===== config.mk =====
export PLATFORM = sky130hd
export DESIGN_NAME = tone_synth
export DESIGN_NICKNAME = d
export VERILOG_FILES = /design/src/rtl/tone_synth_pkg.sv /design/src/rtl/tone_synth_note_filter.sv /design/src/rtl/tone_synth.sv
export SDC_FILE = /design/constraint.sdc
export NUM_CORES = 1
export LEC_CHECK = 0
export CORE_MARGIN = 2
export CORE_UTILIZATION = 30
export DETAILED_ROUTE_END_ITERATION = 16
export PLACE_DENSITY = 0.53
export SLEW_MARGIN = 20
export SYNTH_ARGS = -nofsm -noshare
export SYNTH_HDL_FRONTEND = slang
export SYNTH_SLANG_ARGS = --single-unit

===== constraint.sdc =====
create_clock -name clk100mhz -period 3.14 [get_ports clk100mhz]
set_clock_uncertainty 0.2 [all_clocks]
set_input_delay 0.471 -clock clk100mhz [delete_from_list [all_inputs] [get_ports clk100mhz]]
set_output_delay 0.471 -clock clk100mhz [all_outputs]
set_load 0.005 [all_outputs]

===== src/rtl/tone_synth_pkg.sv =====
// Shared constants, FSM state type and key helpers for the tone_synth playback stage.
package tone_synth_pkg;

  localparam int unsigned HALF_W = 18;
  localparam int unsigned NOTE_W = 8;

  // Half-period in 100 MHz cycles for C4, D4, E4, F4, G4, A4, B4, C5.
  localparam logic [HALF_W-1:0] HALF_TBL [8] = '{
    18'd191110, 18'd170265, 18'd151685, 18'd143172,
    18'd127551, 18'd113636, 18'd101239, 18'd95557
  };

  typedef enum logic [1:0] {
    StSilent,
    StPlaying,
    StTail
  } state_e;

  // Lowest set bit wins; an all-zero word maps to 0 and is never used while silent.
  function automatic logic [2:0] lowest_key(input logic [NOTE_W-1:0] word);
    lowest_key = 3'd0;
    for (int i = NOTE_W - 1; i >= 0; i--) begin
      if (word[i]) lowest_key = 3'(i);
    end
  endfunction

endpackage


===== src/rtl/tone_synth_note_filter.sv =====
// Glitch filter for the recorder note word: a new value is accepted only after it has been
// sampled unchanged on STABLE_CYCLES+1 consecutive edges.
module tone_synth_note_filter
  import tone_synth_pkg::*;
#(
  parameter int unsigned STABLE_CYCLES = 1000
) (
  input  logic              clk,
  input  logic              rst,
  input  logic [NOTE_W-1:0] nota,
  output logic [NOTE_W-1:0] accepted
);

  localparam int unsigned CntW = (STABLE_CYCLES > 1) ? $clog2(STABLE_CYCLES) : 1;
  localparam logic [CntW-1:0] CntLast = CntW'(STABLE_CYCLES - 1);

  logic [NOTE_W-1:0] cand_q, cand_d;
  logic [NOTE_W-1:0] acc_q, acc_d;
  logic [CntW-1:0]   stab_cnt_q, stab_cnt_d;

  always_comb begin
    cand_d     = nota;
    acc_d      = acc_q;
    stab_cnt_d = '0;
    // Count only while the candidate holds and still differs from what is accepted.
    if (nota == cand_q && cand_q != acc_q) begin
      if (stab_cnt_q == CntLast) begin
        acc_d = cand_q;
      end else begin
        stab_cnt_d = stab_cnt_q + 1'b1;
      end
    end
  end

  always_ff @(posedge clk) begin
    if (rst) begin
      cand_q     <= '0;
      acc_q      <= '0;
      stab_cnt_q <= '0;
    end else begin
      cand_q     <= cand_d;
      acc_q      <= acc_d;
      stab_cnt_q <= stab_cnt_d;
    end
  end

  assign accepted = acc_q;

endmodule


===== src/rtl/tone_synth.sv =====
// Square-wave tone generator for recorder playback: filters the key word, picks the lowest
// key and plays a phase-continuous tone that always ends low. TONE_SYNTH_OCTAVE_EN adds octave_up.
module tone_synth
  import tone_synth_pkg::*;
#(
  parameter int unsigned STABLE_CYCLES = 1000,
  parameter int unsigned DIV_SHIFT     = 0
) (
  input  logic              clk100mhz,
  input  logic              rst,
`ifdef TONE_SYNTH_OCTAVE_EN
  input  logic              octave_up,
`endif
  input  logic [NOTE_W-1:0] nota,
  output logic              audio_out,
  output logic              note_active,
  output logic [2:0]        cur_note
);

  logic [NOTE_W-1:0] accepted;
  logic [2:0]        key_idx;
  logic [HALF_W-1:0] half_sel;
  logic              at_end;

  state_e            state_q, state_d;
  logic              audio_q, audio_d;
  logic [HALF_W-1:0] tcnt_q, tcnt_d;
  logic [HALF_W-1:0] half_q, half_d;
  logic [2:0]        cur_note_q, cur_note_d;

  tone_synth_note_filter #(
    .STABLE_CYCLES (STABLE_CYCLES)
  ) u_note_filter (
    .clk      (clk100mhz),
    .rst      (rst),
    .nota     (nota),
    .accepted (accepted)
  );

  assign key_idx = lowest_key(accepted);

  always_comb begin
    half_sel = HALF_TBL[key_idx] >> DIV_SHIFT;
`ifdef TONE_SYNTH_OCTAVE_EN
    if (octave_up) begin
      half_sel = HALF_TBL[key_idx] >> (DIV_SHIFT + 1);
    end
`endif
  end

  assign at_end = (tcnt_q == half_q - 1'b1);

  always_comb begin
    state_d    = state_q;
    audio_d    = audio_q;
    tcnt_d     = tcnt_q;
    half_d     = half_q;
    cur_note_d = cur_note_q;
    unique case (state_q)
      StSilent: begin
        audio_d = 1'b0;
        tcnt_d  = '0;
        if (accepted != '0) begin
          state_d    = StPlaying;
          audio_d    = 1'b1;
          half_d     = half_sel;
          cur_note_d = key_idx;
        end
      end
      StPlaying, StTail: begin
        if (accepted == '0) begin
          // Finish the running half; either edge direction lands on a low, silent output.
          if (at_end) begin
            state_d = StSilent;
            audio_d = 1'b0;
            tcnt_d  = '0;
          end else begin
            state_d = StTail;
            tcnt_d  = tcnt_q + 1'b1;
          end
        end else begin
          state_d = StPlaying;
          if (at_end) begin
            audio_d    = ~audio_q;
            tcnt_d     = '0;
            half_d     = half_sel;
            cur_note_d = key_idx;
          end else begin
            tcnt_d = tcnt_q + 1'b1;
          end
        end
      end
      default: begin
        state_d = StSilent;
        audio_d = 1'b0;
        tcnt_d  = '0;
      end
    endcase
  end

  always_ff @(posedge clk100mhz) begin
    if (rst) begin
      state_q    <= StSilent;
      audio_q    <= 1'b0;
      tcnt_q     <= '0;
      half_q     <= '0;
      cur_note_q <= '0;
    end else begin
      state_q    <= state_d;
      audio_q    <= audio_d;
      tcnt_q     <= tcnt_d;
      half_q     <= half_d;
      cur_note_q <= cur_note_d;
    end
  end

  assign audio_out   = audio_q;
  assign note_active = (state_q != StSilent);
  assign cur_note    = cur_note_q;

endmodule

# --- After elaboration in Yosys (flattened, before gate mapping) ---
# Memory sizes are Yosys's and may differ from the RTL's.
# Index checks and enable logic that the tools add are counted.
totals:
  ff_bits: 68
  romBits: 144
  input_bits: 10
  output_inout_bits: 5
  wordCells: 64
  n_memories: 1
memory_table:
  columns: ["name", "depth", "word_bits", "rd", "rd_ports_with_merged_regs", "wr", "line", "rtl"]
  rows:
  - ["(name not given)", 8, 18, 1, 0, 0, "tone_synth.sv:43", "half_sel = HALF_TBL[key_idx] >> DIV_SHIFT;"]
op_classes:
  add_sub_neg: 3
  order_cmp: 1
  eq_ne: 9
  n_mux: 27
  bitwise_logic: 4
  reduce_logical: 11
op_table:
  columns: ["cell", "count"]
  rows:
  - ["$mux W18", 5]
  - ["$pmux W18 S2", 1]
  - ["$mux W3", 11]
  - ["$add A18 B1 Y18 const B", 1]
  - ["$eq A18 B18 Y1", 1]
  - ["$sub A18 B1 Y18 const B", 1]
  - ["$add A10 B1 Y10 const B", 1]
  - ["$eq A10 B10 Y1 const B", 1]
  - ["$eq A8 B8 Y1", 1]
  - ["$logic_not A8 Y1", 1]
  - ["$ne A8 B8 Y1", 1]
  - ["$reduce_bool A8 Y1", 1]
  - ["$mux W2", 3]
  - ["$ne A2 B2 Y1 const B", 3]
  - ["$pmux W3 S2", 1]
  - ["$reduce_or A3 Y1", 2]
  - ["$ge A4 B4 Y1 const B", 1]
  - ["$mux W1", 4]
  - ["$not A3 Y4", 1]
  - ["$pmux W2 S2", 1]
  - ["$reduce_and A4 Y1", 1]
  - ["$reduce_bool A2 Y1", 2]
  - ["$not A1 Y1", 3]
  - ["$eq A2 B1 Y1 const B", 1]
  - ["6 further kinds", 6]

# --- Logic depth before layout (Yosys ltp) ---
depth:
  depth_word: 15
  mapped_depth: 11

# --- Cells and area by module ---
# From an unflattened synthesis, not the netlist that was laid out.
hier_totals:
  cells_unflattened: 452
  hier_area_um2: 3851.2
modules_own_cells:
  columns: ["mod", "instances", "cells_each", "area_per_inst_um2", "seq_area_each_um2"]
  rows:
  - ["tone_synth", 1, 332, 2686.3, 820.8]
  - ["tone_synth_note_filter", 1, 120, 1164.9, 520.5]

# --- Worst setup path before layout ---
# No wires, ideal clock.
synth_path:
  path_kind: "register -> register"
  start: "register half_q[2]"
  end: "register half_q[13]"
  arrival_ps: 2856
  t_required_ps: 2823
  setup_slack_ps: -33
  stages_incl_launch_ff: 12
  n_path_buf: 4
  period_less_slack_ps: 3173
  cell_sequence: "dfxtp_1 -> buf_6 -> or4_1 -> buf_2 -> or4_1 -> buf_2 -> o31ai_2 -> nand4_2 -> nor4_4 -> a211oi_4 -> buf_6 -> a32o_1"
synth_between:
  elab_chain_len: 4
synth_rtl:
  columns: ["item", "line", "rtl"]
  rows:
  - ["start: declaration", "tone_synth.sv:28", "logic [HALF_W-1:0] half_q, half_d;"]
  - ["start signal: assignment", "tone_synth.sv:112", "half_q <= half_d;"]
  - ["$sub A18 B1 Y18", "tone_synth.sv:51", "assign at_end = (tcnt_q == half_q - 1'b1);"]
  - ["$eq A18 B18 Y1", "tone_synth.sv:51", null]
  - ["$ne A2 B2 Y1 (no source line)", null, null]
  - ["$reduce_and A4 Y1 (no source line)", null, null]
# No other way between the ends.
# A chain may end at the register's enable or synchronous reset.

# --- Worst setup path in the final report ---
layout_path:
  start: "register half_q[0]"
  end: "register half_q[14]"
# The elaborated chain is that of the path after synthesis.

==> impl_metrics.toml <==
[critical_path]
r2r_end = "half_q[14]"
required_ns = 3.21
path_max_fanout = 7
crit_type = "reg2reg"
arrival_ns = 3.18
critPathLaunch = "half_q[0]"
endpoint_kind = "flip-flop"
rr_worst_depth = 9
r2r_start = "half_q[0]"
cp-start-kind = "flip-flop"
ff2ff_setup_slack_ns = 0.03

[hold_path]
min_path_type = "reg2reg"
holdPathEnd = "u_note_filter.stab_cnt_q[0]"
min_from = "u_note_filter.stab_cnt_q[0]"
min_path_cells = 1

[global_route]
grt_max_degree = 19
grtUsageMet2_pct = 21.2
top_usage_layer = "met2"
grt_usage_pct = 13.0
grt_overflow = 0
met1_usage_pct = 16.6
grt_pass1_wl_mm = 13.8
antenna_found_initial = 0
gr-usage-met3_pct = 4.45
grt_pass1_vias = 2962

[sta]
period_minus_slack_ns = 3.11
rsz0062_at_grt = "yes"
fmax_ghz = 0.321
tightest_slew_ns = 0.633
finalCritPeriodShare_pct = 99.1
whs_ns = 0.244
slew_headroom_pct = 57.8
setup_viol_count_final = 0
hold_viol_final = 0
drv_slew = 0

[power_and_ir_drop]
fin_total_pwr_mw = 1.96
power_density_mw_per_mm2 = 409
leakage_nw = 1.80
ir_worst_vdd_v = 0.000325

[cts]
clk_pin_slew_worst_paths_ns = 0.05
clock_latency_ns = 0.33
cts_buffers = 9
cts_max_level = 3
cts_tree = "built"
postCtsHoldBufs = 0
cts_buffer_depth = 2
root_buffer = "clkbuf_16"
clock-sinks = 67

[detailed_routing]
post_drt_wl_per_cell_microns = 13.7
drt_iter0_drc = 169
detail-route-antenna-nets = 0
drc = 0
vias = 3044
drt_pass1_iterations = 4
vias_per_cell = 4.81
wl_mm = 8.68

[floorplan]
io_pins = 15
die_area_sq_mm = 0.0134
die_x_microns = 116
floorplan.rows = 40
core_area_sq_mm = 0.0121
dieHeight_microns = 116
initial_core_util_pct = 31.0

[logic_synthesis]
syn-num-nets = 448
async_flop_share_pct = 0
syn_area_per_cell_sq_um = 8.83
syn-cell-area_sq_mm = 0.00375
synth_cell_types = 61
syn_inst = 425
ys_seq_elements = 67
synth_edf_count = 0
synth_warnings = 0
yosysSeqAreaShare_pct = 35.7
ys.flop_type = "dfxtp_1"

[finish]
finalNonFillerCells = 633
diodes = 0
finish.utilization_pct = 39.6
regArea_sq_mm = 0.00134
layout.nets = 484
drive_gt1_share_pct = 19.4
design_area_sq_mm = 0.00479
multi_input_area_sq_mm = 0.00241
syn_to_final_growth_pct = 27.7
fillers = 1247

[placement]
numPlacedInstances = 613
post_dp_cell_area_sq_mm = 0.00422
routabilityCongestion = 0.806
port_buffers = 14
hpwlAfterDp_mm = 6.11

[status]
status = "finished, final reports clean"

[run]
drv_cap = 0
power by group:
part / switching (mW) / internal [mW] / total [mW]
sequential: 0.00595 / 0.856 / 0.862
combinational: 0.0227 / 0.0302 / 0.0529
clock: 0.348 / 0.697 / 1.04
stage by stage:
stage	setup TNS (ns)	setup slack [ns]
after floorplan	0	0.000359
after global placement	0	0.0136
after detailed placement	-0.408	-0.0794
after CTS	0	0.00660
after global routing	-1.22	-0.0499
final	0	0.0275
layer usage:
metal / up-vias / routed length, microns
met5: - / 0
met2: 45 / 4120
met3: 14 / 294
met1: 1421 / 4090
met4: 0 / 175
li1: 1564 / -
logic make-up (layout without fill, tap and decap cells):
| family | count (synthesis) | count (layout) | synth area share (%) |
|---|---|---|---|
| simple gates | 170 | 170 | 23.9 |
| flops | 67 | 67 | 35.7 |
| compound gates | 61 | 61 | 12.5 |
| xor+xnor | 61 | 61 | 14.6 |
| buf+inv | 37 | 77 | 4.60 |
| mux | 16 | 16 | 4.33 |
| fa+ha+maj | 13 | 13 | 4.33 |
registers in the layout (all words and copies together), names as in the netlist:
register                  flops
u_note_filter.stab_cnt_q     10
cur_note                      2
u_note_filter.cand_q          8
u_note_filter.accepted        8
state_q                       2
half_q                       18
audio_out                     1
tcnt_q                       18
placed cells by master, fill, tap and decap left out, drive strengths merged, types with 3 or more instances in the layout:
master / count
dfxtp: 67
nor2: 63
xnor2: 30
xor2: 30
buf: 30
nand2: 22
inv: 16
clkbuf: 16
mux2i: 14
clkdlybuf4s50: 14
nand3: 13
ha: 13
nor2b: 11
o21ai: 9
a21oi: 9
nor3: 8
nand4: 8
o2bb2ai: 7
or4: 7
nor4: 7
or3: 6
nand2b: 5
nand3b: 5
a22o: 5
a32o: 4
a211oi: 4
and3: 3
o31ai: 3
or4b: 3
layout make-up:
class,count,area share [%]
tap,168,4.38
inverter,16,1.25
clock buffer,14,5.92
multi-input combinational,321,50.4
sequential,67,28.0
timing repair buffer,46,9.42
clock inverter,1,0.626
how the worst max path moves through the flow:
stage,cells after the start,slack [ns],endpoint
2_1_floorplan,11,0.0004,tcnt_q[2]
3_3_place_gp,10,0.01,cur_note[1]
3_5_place_dp,8,-0.08,half_q[5]
4_1_cts,10,0.007,cur_note[1]
5_1_grt,10,-0.05,half_q[12]
6_report,9,0.03,half_q[14]
Yosys cell counts (7+ instances only):
| master | count | share of area [%] |
|---|---|---|
| xor2_1 | 30 | 7.0 |
| inv_1 | 16 | 1.6 |
| xnor2_1 | 30 | 7.0 |
| dfxtp_1 | 67 | 36 |
| clkbuf_1 | 13 | 1.3 |
| nand4_1 | 7 | 1.2 |
| mux2i_1 | 14 | 3.7 |
| nor2_1 | 63 | 6.3 |
| o21ai_0 | 9 | 1.2 |
| nor2b_1 | 11 | 1.8 |
| nand2_1 | 22 | 2.2 |
| nand3_1 | 13 | 1.7 |
| nor3_1 | 8 | 1.1 |
| o2bb2ai_1 | 7 | 1.6 |
| a21oi_1 | 9 | 1.2 |
| ha_1 | 13 | 4.3 |
critical path: stages, from the launching register on:
cell and delay (ns):
dfxtp_2 0.32, or4_4 0.54, or4_4 0.48, or4_4 0.53, nand4_4 0.13, nor4_4 0.06
buf_6 0.14, a211oi_4 0.32, clkbuf_16 0.23, a32o_1 0.12
what timing repair did:
item                                    4_1_cts  5_1_grt
resized for setup                             6       29
setup buffers                                 0        2
pin swaps                                     0        8
cloned                                        0        3
endpoints found under the setup margin       14       40
endpoints found under the hold margin         0        0
Note: power is estimated with default switching activity, not from simulation.
